==> config.mk <==
export PLATFORM = sky130hd
export DESIGN_NAME = scr1_pipe_wbu
export DESIGN_NICKNAME = d
export VERILOG_FILES = /design/src/rtl/scr1_pipe_wbu.sv
export SDC_FILE = /design/constraint.sdc
export NUM_CORES = 1
export LEC_CHECK = 0
export CORE_MARGIN = 5
export CORE_UTILIZATION = 45
export DETAILED_ROUTE_END_ITERATION = 8
export GPL_ROUTABILITY_DRIVEN = 0
export PLACE_DENSITY_LB_ADDON = 0.25
export SKIP_CTS_REPAIR_TIMING = 1
export SLEW_MARGIN = 20
export SYNTH_ARGS = -nofsm -noshare
export SYNTH_HDL_FRONTEND = slang
export SYNTH_SLANG_ARGS = --single-unit
export TNS_END_PERCENT = 1
==> constraint.sdc <==
create_clock -name clk -period 5.14 [get_ports clk]
set_input_delay 1.285 -clock clk [delete_from_list [all_inputs] [get_ports clk]]
set_output_delay 1.285 -clock clk [all_outputs]
set_load 0.1 [all_outputs]
==> src/rtl/scr1_pipe_wbu.sv <==
// Writeback unit: merges EXU and LSU results onto the MPRF write port.
// Optional macro SCR1_WBU_FWD_EN enables operand forwarding from WBU.
`ifndef SCR1_XLEN
`define SCR1_XLEN 32
`endif
`ifndef SCR1_MPRF_AWIDTH
`define SCR1_MPRF_AWIDTH 5
`endif

module scr1_pipe_wbu #(
  parameter int BUF_DEPTH = 2
) (
  input  logic                         clk,
  input  logic                         rst_n,
  input  logic                         exu2wbu_alu_req_i,
  input  logic [`SCR1_MPRF_AWIDTH-1:0] exu2wbu_alu_rd_addr_i,
  input  logic [`SCR1_XLEN-1:0]        exu2wbu_alu_rd_data_i,
  input  logic                         exu2wbu_ld_issue_i,
  input  logic [`SCR1_MPRF_AWIDTH-1:0] exu2wbu_ld_rd_addr_i,
  output logic                         wbu2exu_ld_rdy_o,
  input  logic                         lsu2wbu_ld_rsp_i,
  input  logic                         lsu2wbu_ld_rsp_err_i,
  input  logic [`SCR1_XLEN-1:0]        lsu2wbu_ld_data_i,
  input  logic [`SCR1_MPRF_AWIDTH-1:0] exu2wbu_rs1_addr_i,
  input  logic [`SCR1_MPRF_AWIDTH-1:0] exu2wbu_rs2_addr_i,
  output logic                         wbu2exu_stall_o,
  output logic                         wbu2exu_rs1_fwd_o,
  output logic                         wbu2exu_rs2_fwd_o,
  output logic [`SCR1_XLEN-1:0]        wbu2exu_rs1_fwd_data_o,
  output logic [`SCR1_XLEN-1:0]        wbu2exu_rs2_fwd_data_o,
  output logic                         wbu2mprf_w_req_o,
  output logic [`SCR1_MPRF_AWIDTH-1:0] wbu2mprf_rd_addr_o,
  output logic [`SCR1_XLEN-1:0]        wbu2mprf_rd_data_o
);

  localparam int AW = `SCR1_MPRF_AWIDTH;
  localparam int XW = `SCR1_XLEN;
  localparam int PW = (BUF_DEPTH > 1) ? $clog2(BUF_DEPTH) : 1;
  localparam int CW = $clog2(BUF_DEPTH + 1);

  logic          ld_pend;
  logic [AW-1:0] ld_rd;
  logic [AW-1:0] buf_rd   [BUF_DEPTH];
  logic [XW-1:0] buf_data [BUF_DEPTH];
  logic [PW-1:0] head;
  logic [PW-1:0] tail;
  logic [CW-1:0] count;

  logic          rsp_wr;
  logic          buf_empty;
  logic          buf_full;
  logic          pop;
  logic          push;
  logic          direct;
  logic          alu_acc;
  logic          ld_haz;
  logic          rs1_nz;
  logic          rs2_nz;
  logic          raw_ld;
  logic          waw_ld;
  logic          full_stall;
  logic          stall;
  logic          ld_rdy;
  logic          rs1_buf_hit;
  logic          rs2_buf_hit;
  logic [PW-1:0] lk_idx;
  logic          w_req;
  logic [AW-1:0] w_addr;
  logic [XW-1:0] w_data;
`ifdef SCR1_WBU_FWD_EN
  logic [XW-1:0] rs1_buf_data;
  logic [XW-1:0] rs2_buf_data;
  logic          rs1_wp_hit;
  logic          rs2_wp_hit;
`else
  logic          wb_stall;
`endif

  function automatic logic [PW-1:0] ptr_inc(input logic [PW-1:0] p);
    if (p == PW'(BUF_DEPTH - 1)) return '0;
    return p + PW'(1);
  endfunction

  assign rsp_wr = lsu2wbu_ld_rsp_i & ld_pend & ~lsu2wbu_ld_rsp_err_i
                & (ld_rd != '0);
  assign buf_empty = (count == '0);
  assign buf_full  = (count == CW'(BUF_DEPTH));
  assign pop       = ~buf_empty & ~rsp_wr;
  assign ld_rdy    = ~ld_pend | lsu2wbu_ld_rsp_i;

  assign ld_haz = ld_pend & (ld_rd != '0) & ~lsu2wbu_ld_rsp_i;
  assign rs1_nz = (exu2wbu_rs1_addr_i != '0);
  assign rs2_nz = (exu2wbu_rs2_addr_i != '0);

  assign raw_ld = ld_haz
                & ((rs1_nz & (exu2wbu_rs1_addr_i == ld_rd))
                 | (rs2_nz & (exu2wbu_rs2_addr_i == ld_rd)));
  assign waw_ld = ld_haz & exu2wbu_alu_req_i
                & (exu2wbu_alu_rd_addr_i == ld_rd);
  assign full_stall = exu2wbu_alu_req_i & buf_full & ~pop;

  // Scan buffered entries oldest to youngest; the last match wins
  always_comb begin
    rs1_buf_hit = 1'b0;
    rs2_buf_hit = 1'b0;
`ifdef SCR1_WBU_FWD_EN
    rs1_buf_data = '0;
    rs2_buf_data = '0;
`endif
    lk_idx = head;
    for (int k = 0; k < BUF_DEPTH; k++) begin
      if (CW'(k) < count) begin
        if (buf_rd[lk_idx] == exu2wbu_rs1_addr_i) begin
          rs1_buf_hit = 1'b1;
`ifdef SCR1_WBU_FWD_EN
          rs1_buf_data = buf_data[lk_idx];
`endif
        end
        if (buf_rd[lk_idx] == exu2wbu_rs2_addr_i) begin
          rs2_buf_hit = 1'b1;
`ifdef SCR1_WBU_FWD_EN
          rs2_buf_data = buf_data[lk_idx];
`endif
        end
      end
      lk_idx = ptr_inc(lk_idx);
    end
  end

  // Direct ALU writes are excluded: that path depends on stall itself.
`ifdef SCR1_WBU_FWD_EN
  assign stall = raw_ld | waw_ld | full_stall;
`else
  assign wb_stall =
      (rs1_nz & (rs1_buf_hit
               | (rsp_wr & (exu2wbu_rs1_addr_i == ld_rd))))
    | (rs2_nz & (rs2_buf_hit
               | (rsp_wr & (exu2wbu_rs2_addr_i == ld_rd))));
  assign stall = raw_ld | waw_ld | full_stall | wb_stall;
`endif

  assign alu_acc = exu2wbu_alu_req_i & ~stall
                 & (exu2wbu_alu_rd_addr_i != '0);
  assign direct  = alu_acc & buf_empty & ~rsp_wr;
  assign push    = alu_acc & ~direct;

  // Write-port arbitration: load response, then FIFO head, then ALU
  always_comb begin
    w_req  = 1'b0;
    w_addr = '0;
    w_data = '0;
    if (rsp_wr) begin
      w_req  = 1'b1;
      w_addr = ld_rd;
      w_data = lsu2wbu_ld_data_i;
    end else if (pop) begin
      w_req  = 1'b1;
      w_addr = buf_rd[head];
      w_data = buf_data[head];
    end else if (direct) begin
      w_req  = 1'b1;
      w_addr = exu2wbu_alu_rd_addr_i;
      w_data = exu2wbu_alu_rd_data_i;
    end
  end

`ifdef SCR1_WBU_FWD_EN
  assign rs1_wp_hit = w_req & (w_addr == exu2wbu_rs1_addr_i);
  assign rs2_wp_hit = w_req & (w_addr == exu2wbu_rs2_addr_i);
  assign wbu2exu_rs1_fwd_o = rs1_nz & (rs1_wp_hit | rs1_buf_hit);
  assign wbu2exu_rs2_fwd_o = rs2_nz & (rs2_wp_hit | rs2_buf_hit);
  assign wbu2exu_rs1_fwd_data_o = ~rs1_nz    ? '0
                                : rs1_wp_hit ? w_data
                                : rs1_buf_hit ? rs1_buf_data : '0;
  assign wbu2exu_rs2_fwd_data_o = ~rs2_nz    ? '0
                                : rs2_wp_hit ? w_data
                                : rs2_buf_hit ? rs2_buf_data : '0;
`else
  assign wbu2exu_rs1_fwd_o      = 1'b0;
  assign wbu2exu_rs2_fwd_o      = 1'b0;
  assign wbu2exu_rs1_fwd_data_o = '0;
  assign wbu2exu_rs2_fwd_data_o = '0;
`endif

  assign wbu2exu_stall_o    = stall;
  assign wbu2exu_ld_rdy_o   = ld_rdy;
  assign wbu2mprf_w_req_o   = w_req;
  assign wbu2mprf_rd_addr_o = w_addr;
  assign wbu2mprf_rd_data_o = w_data;

  // Track the single outstanding load destination
  always_ff @(posedge clk or negedge rst_n) begin
    if (!rst_n) begin
      ld_pend <= 1'b0;
      ld_rd   <= '0;
    end else begin
      if (lsu2wbu_ld_rsp_i) ld_pend <= 1'b0;
      if (exu2wbu_ld_issue_i & ld_rdy) begin
        ld_pend <= 1'b1;
        ld_rd   <= exu2wbu_ld_rd_addr_i;
      end
    end
  end

  // ALU write buffer, strictly oldest-first
  always_ff @(posedge clk or negedge rst_n) begin
    if (!rst_n) begin
      head  <= '0;
      tail  <= '0;
      count <= '0;
      for (int i = 0; i < BUF_DEPTH; i++) begin
        buf_rd[i]   <= '0;
        buf_data[i] <= '0;
      end
    end else begin
      if (push) begin
        buf_rd[tail]   <= exu2wbu_alu_rd_addr_i;
        buf_data[tail] <= exu2wbu_alu_rd_data_i;
        tail           <= ptr_inc(tail);
      end
      if (pop) head <= ptr_inc(head);
      count <= count + CW'(push) - CW'(pop);
    end
  end

endmodule

==> results of run 1 <==
==> per-layer routing <==
layer | GRT usage | vias up | wire length (um)
li1 | - | 2047 | -
met1 | 0.2424 | 2188 | 6010
met2 | 0.3433 | 175 | 7449
met3 | 0.03695 | 24 | 931
met4 | 0.06870 | 0 | 274
met5 | 0 | - | 0
==> Yosys cell counts (2+ instances only) <==
| master | instances | share of area |
|---|---|---|
| mux2_1 | 19 | 0.039 |
| dfrtp_1 | 84 | 0.38 |
| xor2_1 | 19 | 0.030 |
| mux2_2 | 60 | 0.12 |
| clkbuf_1 | 23 | 0.016 |
| a21oi_1 | 32 | 0.029 |
| or2_2 | 2 | 0.0023 |
| o21ai_0 | 48 | 0.044 |
| nor4_1 | 6 | 0.0068 |
| buf_6 | 7 | 0.014 |
| nor3_4 | 2 | 0.0059 |
| mux2i_1 | 42 | 0.076 |
| nor3_1 | 34 | 0.031 |
| nand3_1 | 4 | 0.0036 |
| nand2_1 | 41 | 0.028 |
| buf_1 | 3 | 0.0020 |
| buf_4 | 66 | 0.090 |
| nand4_1 | 5 | 0.0057 |
| nand2b_1 | 3 | 0.0034 |
| or4_1 | 2 | 0.0027 |
| xnor2_1 | 20 | 0.032 |
| nor2_1 | 7 | 0.0048 |
| ha_1 | 2 | 0.0046 |
| inv_1 | 2 | 0.0014 |
==> cell families after synthesis <==
group / Yosys count / synth area share
mux: 121 / 0.2383
simple gates: 110 / 0.1031
buf+inv: 102 / 0.1245
compound gates: 87 / 0.08443
flops: 84 / 0.3823
xor+xnor: 39 / 0.06213
fa+ha+maj: 2 / 0.004551
other cells: 1 / 0.0006821
==> final cells by class <==
| class | instances | area, um2 |
|---|---|---|
| fill | 953 | 4254 |
| multi-input combinational | 425 | 3217 |
| sequential | 84 | 2103 |
| timing repair buffer | 153 | 1919 |
| clock buffer | 11 | 242.7 |
| tap | 147 | 183.9 |
| clock inverter | 5 | 83.83 |
| inverter | 2 | 7.507 |
==> flip-flops by register name, summed over array words and instances (netlist names) <==
| register | count |
|---|---|
| buf_data | 64 |
| ld_pend | 1 |
| count | 2 |
| ld_rd | 5 |
| head | 1 |
| buf_rd | 10 |
| tail | 1 |
==> worst max-delay path by stage <==
stage                                      from                     end  slack (ns)  cells after the start
after global routing      exu2wbu_rs1_addr_i[1]  wbu2mprf_rd_data_o[21]       -0.08                     11
after detailed placement  exu2wbu_rs1_addr_i[1]  wbu2mprf_rd_data_o[24]       -0.17                     11
after CTS                 exu2wbu_rs1_addr_i[1]  wbu2mprf_rd_data_o[24]       -0.22                     11
after global placement    exu2wbu_rs1_addr_i[1]  wbu2mprf_rd_data_o[17]       -0.10                     11
after floorplan                lsu2wbu_ld_rsp_i  wbu2mprf_rd_data_o[31]       -0.44                      7
final                     exu2wbu_rs1_addr_i[1]  wbu2mprf_rd_data_o[21]       -0.04                     11
==> cells in the final DEF (no fill, tap or decap), drive strengths merged, types with 20 or more instances in the layout <==
| cell | netlist | routed |
|---|---|---|
| buf | 77 | 64 |
| xnor2 | 20 | 20 |
| clkdlybuf4s50 | 0 | 88 |
| mux2 | 79 | 79 |
| mux2i | 42 | 42 |
| dfrtp | 84 | 84 |
| conb | 1 | 66 |
| nor3 | 36 | 36 |
| o21ai | 48 | 48 |
| nand2 | 41 | 41 |
| a21oi | 32 | 32 |
==> per-stage QoR <==
step	std cells	hold WS, ns	setup WS, ns
after floorplan	611	0.4574	-0.4371
after global placement	808	0.4667	-0.1023
after detailed placement	808	0.4771	-0.1656
after CTS	824	0.4910	-0.2179
after global routing	827	0.5141	-0.07944
final	827	0.4862	-0.04267
==> summary.md, run 1 <==
| Metric | Value |
|---|---|
| CP Launch Type | `input port` |
| Final core utilization | `0.6458` |
| Fin Clk Skew | `~0.009 ns` |
| Period utilisation layout | `1.008` |
| Syn Inst Count | `546` |
| DP HPWL | `around 10 mm` |
| Post-Syn Area | `about 5500 um2` |
| WHS Path Cells | `1` |
| Global-route wire length before repair | `around 23 mm` |
| Async S/R FF share, synth | `1.000` |
| Hold Path End | `buf_data[13]$_DFFE_PN0P_` |
| I/O pin cnt | `slightly below 200` |
| DRT iter0 DRCs | `between 200 and 250` |
| R2r endpoint | `count[1]$_DFF_PN0_` |
| Register area share after synthesis | `0.3823` |
| Total wire length | `14.67 mm` |
| Final Hold Vio Count | `0` |
| Most common cell on crit path | `buf_12` |
| Core area | `roughly 12000 um2` |
| Die Y | `approximately 120 um` |
| Worst-path cell chain | `clkdlybuf4s50_1 -> or4_4 -> nor2_2 -> buf_4 -> nor2_1 -> a311oi_2 -> nand4_1 -> buf_6 -> buf_12 -> o21ai_4 -> buf_12` |
| Share of layout cells above drive strength 1 | `0.2750` |
| Area grow syn2layout | `41.10%` |
| Total gr overflow | `0` |
| Total GRT Usage | `0.1964` |
| Final ANT Viol Nets | `0` |
| Least-Margin Pin Slew | `between 0.7 and 0.8 ns` |
| Clock Root Buffer | `clkbuf_16` |
| Starting Density | `0.4577` |
| Ant diodes | `0` |
| Worst R2R Setup Slack | `1.91 ns` |
| Routed WL per cell | `approximately 18 um` |
| Area after DPL | `7234 um2` |
| Routed via count | `4434` |
| Crit path max fanout | `15` |
| CTS buffer count | `9` |
| Reg clk slew, reported paths | `around 0.060 ns` |
| Drt drc | `0` |
| Sum of negative setup slack | `-0.4559 ns` |
| Number of global-route vias before repair | `about 4600` |
| Top FF cell, synth | `dfrtp_1` |
| Worst path required time | `between 3 and 4 ns` |
| Violated checks | `negative setup slack` |
| Hold_sp | `buf_data[13]$_DFFE_PN0P_` |
| Highest clock rate | `approximately 190 MHz` |
| Drt pass-1 iters | `4` |
| RR Startpoint | `head$_DFFE_PN0N_` |
| Clk buf depth | `2` |
| Worst Path Class, Setup | `in2out` |
| Clk_lat worst skew | `roughly 0.33 ns` |
| Period minus WS final | `between 5 and 6 ns` |
| Final setup violation count | `23` |
| Worst-path cell with the longest stage delay | `or4_4` |
| EDFF count, synth | `0` |
| Unique masters post-synth | `37` |
| Via density | `about 5.4` |
| Worst Reg-to-Reg Cells | `11` |
| Status | `finished with violations` |
| Largest net degree at the start of global routing | `85` |
| Flops & latches, synth | `84` |
| Max-slew violation count | `0` |
| Nature of the critical path endpoint | `output pin` |
| Slowest stage delay, CP | `0.56 ns` |
| Initial antenna violation count | `0` |
| Clk sinks | `84` |
| Max-slew headroom | `0.4924` |
| WP data arrival | `3.90 ns` |
| Finished layout cell area | `a little under 8000 um2` |
| Worst path bufs/invs | `5` |
| Num rows | `40` |
| Syn_area_per_cell | `approximately 10 um2` |
| H-tree Lvls | `3` |
| Final worst slack | `-0.04267 ns` |
| Hold Path Class | `reg2reg` |
| Die footprint | `between 10000 and 15000 um2` |
| Port bufs | `~130` |
| Synth warnings | `0` |
| DIE WIDTH | `120.5 um` |
| Nets | `between 700 and 800` |
| CTS tree | `done` |
| Max-cap check violation count | `0` |
| CP top delay family | `buffers and inverters` |
Power of run 1 is not shown: default switching activity piles up to over one toggle a cycle in this logic, so the estimate is an artifact.
==> run 2: changes to the inputs <==
--- a/config.mk
+++ b/config.mk
@@ -7,6 +7,7 @@
 export LEC_CHECK = 0
 export CORE_MARGIN = 5
 export CORE_UTILIZATION = 45
+export CTS_CLUSTER_DIAMETER = 80
 export DETAILED_ROUTE_END_ITERATION = 8
 export GPL_ROUTABILITY_DRIVEN = 0
 export PLACE_DENSITY_LB_ADDON = 0.25
==> results of run 2 <==
Same layout as run 1: the final DEF is identical, and so are final timing and power.
Power of run 2 is left out for the same reason.
==> run 3: changes to the inputs <==
==> constraint.sdc (replaced) <==
create_clock -name clk -period 5.14 [get_ports clk]
set_input_delay 1.542 -clock clk [delete_from_list [all_inputs] [get_ports clk]]
set_output_delay 1.542 -clock clk [all_outputs]
set_load 0.1 [all_outputs]
==> summary.md, run 3 (same netlist as run 1, synthesis figures left out) <==
| Metric | Value |
|---|---|
| Ant diodes | `0 (unchanged)` |
| Total GRT Usage | `0.2040 (+0.007614)` |
| Routed WL per cell | `17.53 um (-1.1%)` |
| Fin Clk Skew | `0.006437 ns (-0.002801 ns)` |
| Worst path required time | `3.60 ns (-0.26 ns)` |
| Clk buf depth | `2 (unchanged)` |
| Total gr overflow | `0 (unchanged)` |
| Max-slew headroom | `0.5702 (+0.07777)` |
| Die footprint | `14530 um2 (unchanged)` |
| Routed via count | `4488 (+1.2%)` |
| Total wire length | `14.78 mm (+0.76%)` |
| Max-slew violation count | `0 (unchanged)` |
| Via density | `5.324 (-0.70%)` |
| Num rows | `40 (unchanged)` |
| Most frequent cells in the layout | `83 x dfrtp_1, 77 x clkdlybuf4s50_1, 66 x conb_1, 60 x mux2_2, 42 x mux2i_1` |
| Final setup violation count | `32 (+39%)` |
| Clock Root Buffer | `clkbuf_16` |
| DIE WIDTH | `120.5 um (unchanged)` |
| Worst Path Class, Setup | `in2out` |
| Initial antenna violation count | `0 (unchanged)` |
| Sum of negative setup slack | `-4.303 ns (-3.847 ns)` |
| Global-route wire length before repair | `24.08 mm (+3.9%)` |
| Final Hold Vio Count | `0 (unchanged)` |
| Port bufs | `129 (unchanged)` |
| Least-Margin Pin Slew | `0.6447 ns (-0.1167 ns)` |
| CTS tree | `done` |
| Hold Path Class | `reg2reg` |
| Worst R2R Setup Slack | `1.97 ns (+0.06 ns)` |
| Area grow syn2layout | `46.02%` |
| Status | `finished with violations` |
| Top flop regs | `buf_data (64), buf_rd (10), ld_rd (5)` |
| Period utilisation layout | `1.035 (+0.02666)` |
| CP Launch Type | `input port` |
| WP data arrival | `3.78 ns (-0.12 ns)` |
| Share of layout cells above drive strength 1 | `0.3118 (+0.03678)` |
| CTS buffer count | `9 (unchanged)` |
| DP HPWL | `10.76 mm (+4.9%)` |
| Final worst slack | `-0.1797 ns (-0.1370 ns)` |
| RR Startpoint | `head$_DFFE_PN0N_` |
| I/O pin cnt | `196 (unchanged)` |
| Starting Density | `0.4577 (unchanged)` |
| Max-cap check violation count | `0 (unchanged)` |
| H-tree Lvls | `3 (unchanged)` |
| Nature of the critical path endpoint | `output pin` |
| R2r endpoint | `count[1]$_DFF_PN0_` |
| Most common cell after layout, fill and taps aside | `dfrtp_1` |
| RSZ-0062 raised after global routing | `true` |
| CP Launch Point | `exu2wbu_rs1_addr_i[1]` |
| Period minus WS final | `5.320 ns (+0.1370 ns)` |
| Crit path max fanout | `7 (-8)` |
| Clk_lat worst skew | `0.34 ns (about the same)` |
| Drt pass-1 iters | `4 (unchanged)` |
| Drt drc | `0 (unchanged)` |
| Largest net degree at the start of global routing | `68 (-20%)` |
| Violated checks | `negative setup slack` |
| Top reg by flops | `buf_data` |
| Worst Setup EP | `wbu2mprf_rd_data_o[12]` |
| Nets | `783 (+2.1%)` |
| Die Y | `120.5 um (unchanged)` |
| Number of global-route vias before repair | `4833 (+4.4%)` |
| Worst Reg-to-Reg Cells | `13 (+2)` |
| Reg clk slew, reported paths | `0.07 ns (about the same)` |
| Max FFs per register | `64 (unchanged)` |
| Core area | `12010 um2 (unchanged)` |
| Clk sinks | `84 (unchanged)` |
| Highest clock rate | `188.0 MHz (-2.6%)` |
| Final ANT Viol Nets | `0 (unchanged)` |
| DRT iter0 DRCs | `107 (-53%)` |
## run 3: changes by cell type in the layout (fill, tap and decap cells not counted), moves of 5 or more
cell,before,now
buf_4,20,37
clkdlybuf4s50_1,88,77
dlymetal6s2s_1,0,8
o21ai_1,5,0
o21ai_2,18,6
o21ai_4,15,32
## run 3: routing by layer
metal,up-vias,track usage,part of all wire,wire (um)
met2,178,0.3671,0.51,7557
li1,2077,-,-,-
met3,24,0.03742,0.066,974
met1,2209,0.2458,0.40,5975
met5,-,0,0,0
met4,0,0.06586,0.018,272
## run 3: through the flow
stage | instance area (um2) | hold WS (ns) | std cells | util | setup WS (ns)
after floorplan | 6175 | 0.4574 | 611 | - | -0.2708
after global placement | 7622 | 0.4677 | 821 | 0.6346 | -0.4159
after detailed placement | 7622 | 0.4758 | 821 | 0.6346 | -0.5057
after CTS | 7923 | 0.4898 | 837 | 0.6596 | -0.5416
after global routing | 8028 | 0.5081 | 843 | 0.6683 | -0.2656
final | 8028 | 0.4871 | 843 | 0.6683 | -0.1797
## run 3: critical path, cell delays in order
cell	delay (ns)
buf_6	0.09
or4_4	0.54
nor2_4	0.13
nor2_2	0.06
nand3_2	0.08
o21ai_2	0.07
a311oi_2	0.34
nand4_1	0.16
buf_6	0.19
clkbuf_16	0.18
o21ai_4	0.19
buf_12	0.19
## run 3: how the worst min path moves through the flow
stage               depth (start not counted)                       end  slack (ns)                      from
global route                                1  buf_data[15]$_DFFE_PN0P_        0.51  buf_data[15]$_DFFE_PN0P_
CTS                                         1  buf_data[31]$_DFFE_PN0P_        0.49  buf_data[31]$_DFFE_PN0P_
detailed placement                          1  buf_data[14]$_DFFE_PN0P_        0.48  buf_data[14]$_DFFE_PN0P_
floorplan                                   1  buf_data[37]$_DFFE_PN0P_        0.46  buf_data[37]$_DFFE_PN0P_
finish                                      1  buf_data[14]$_DFFE_PN0P_        0.49  buf_data[14]$_DFFE_PN0P_
global placement                            1  buf_data[15]$_DFFE_PN0P_        0.47  buf_data[15]$_DFFE_PN0P_
## run 3: cell type report
| cell class | count | area, um2 |
|---|---|---|
| fill | 908 | 3984 |
| timing repair buffer | 169 | 2038 |
| clock buffer | 10 | 229.0 |
| clock inverter | 6 | 71.32 |
| tap | 147 | 183.9 |
| multi-input combinational | 425 | 3395 |
| sequential | 84 | 2103 |
| inverter | 2 | 7.507 |
Power of run 3 is left out for the same reason.
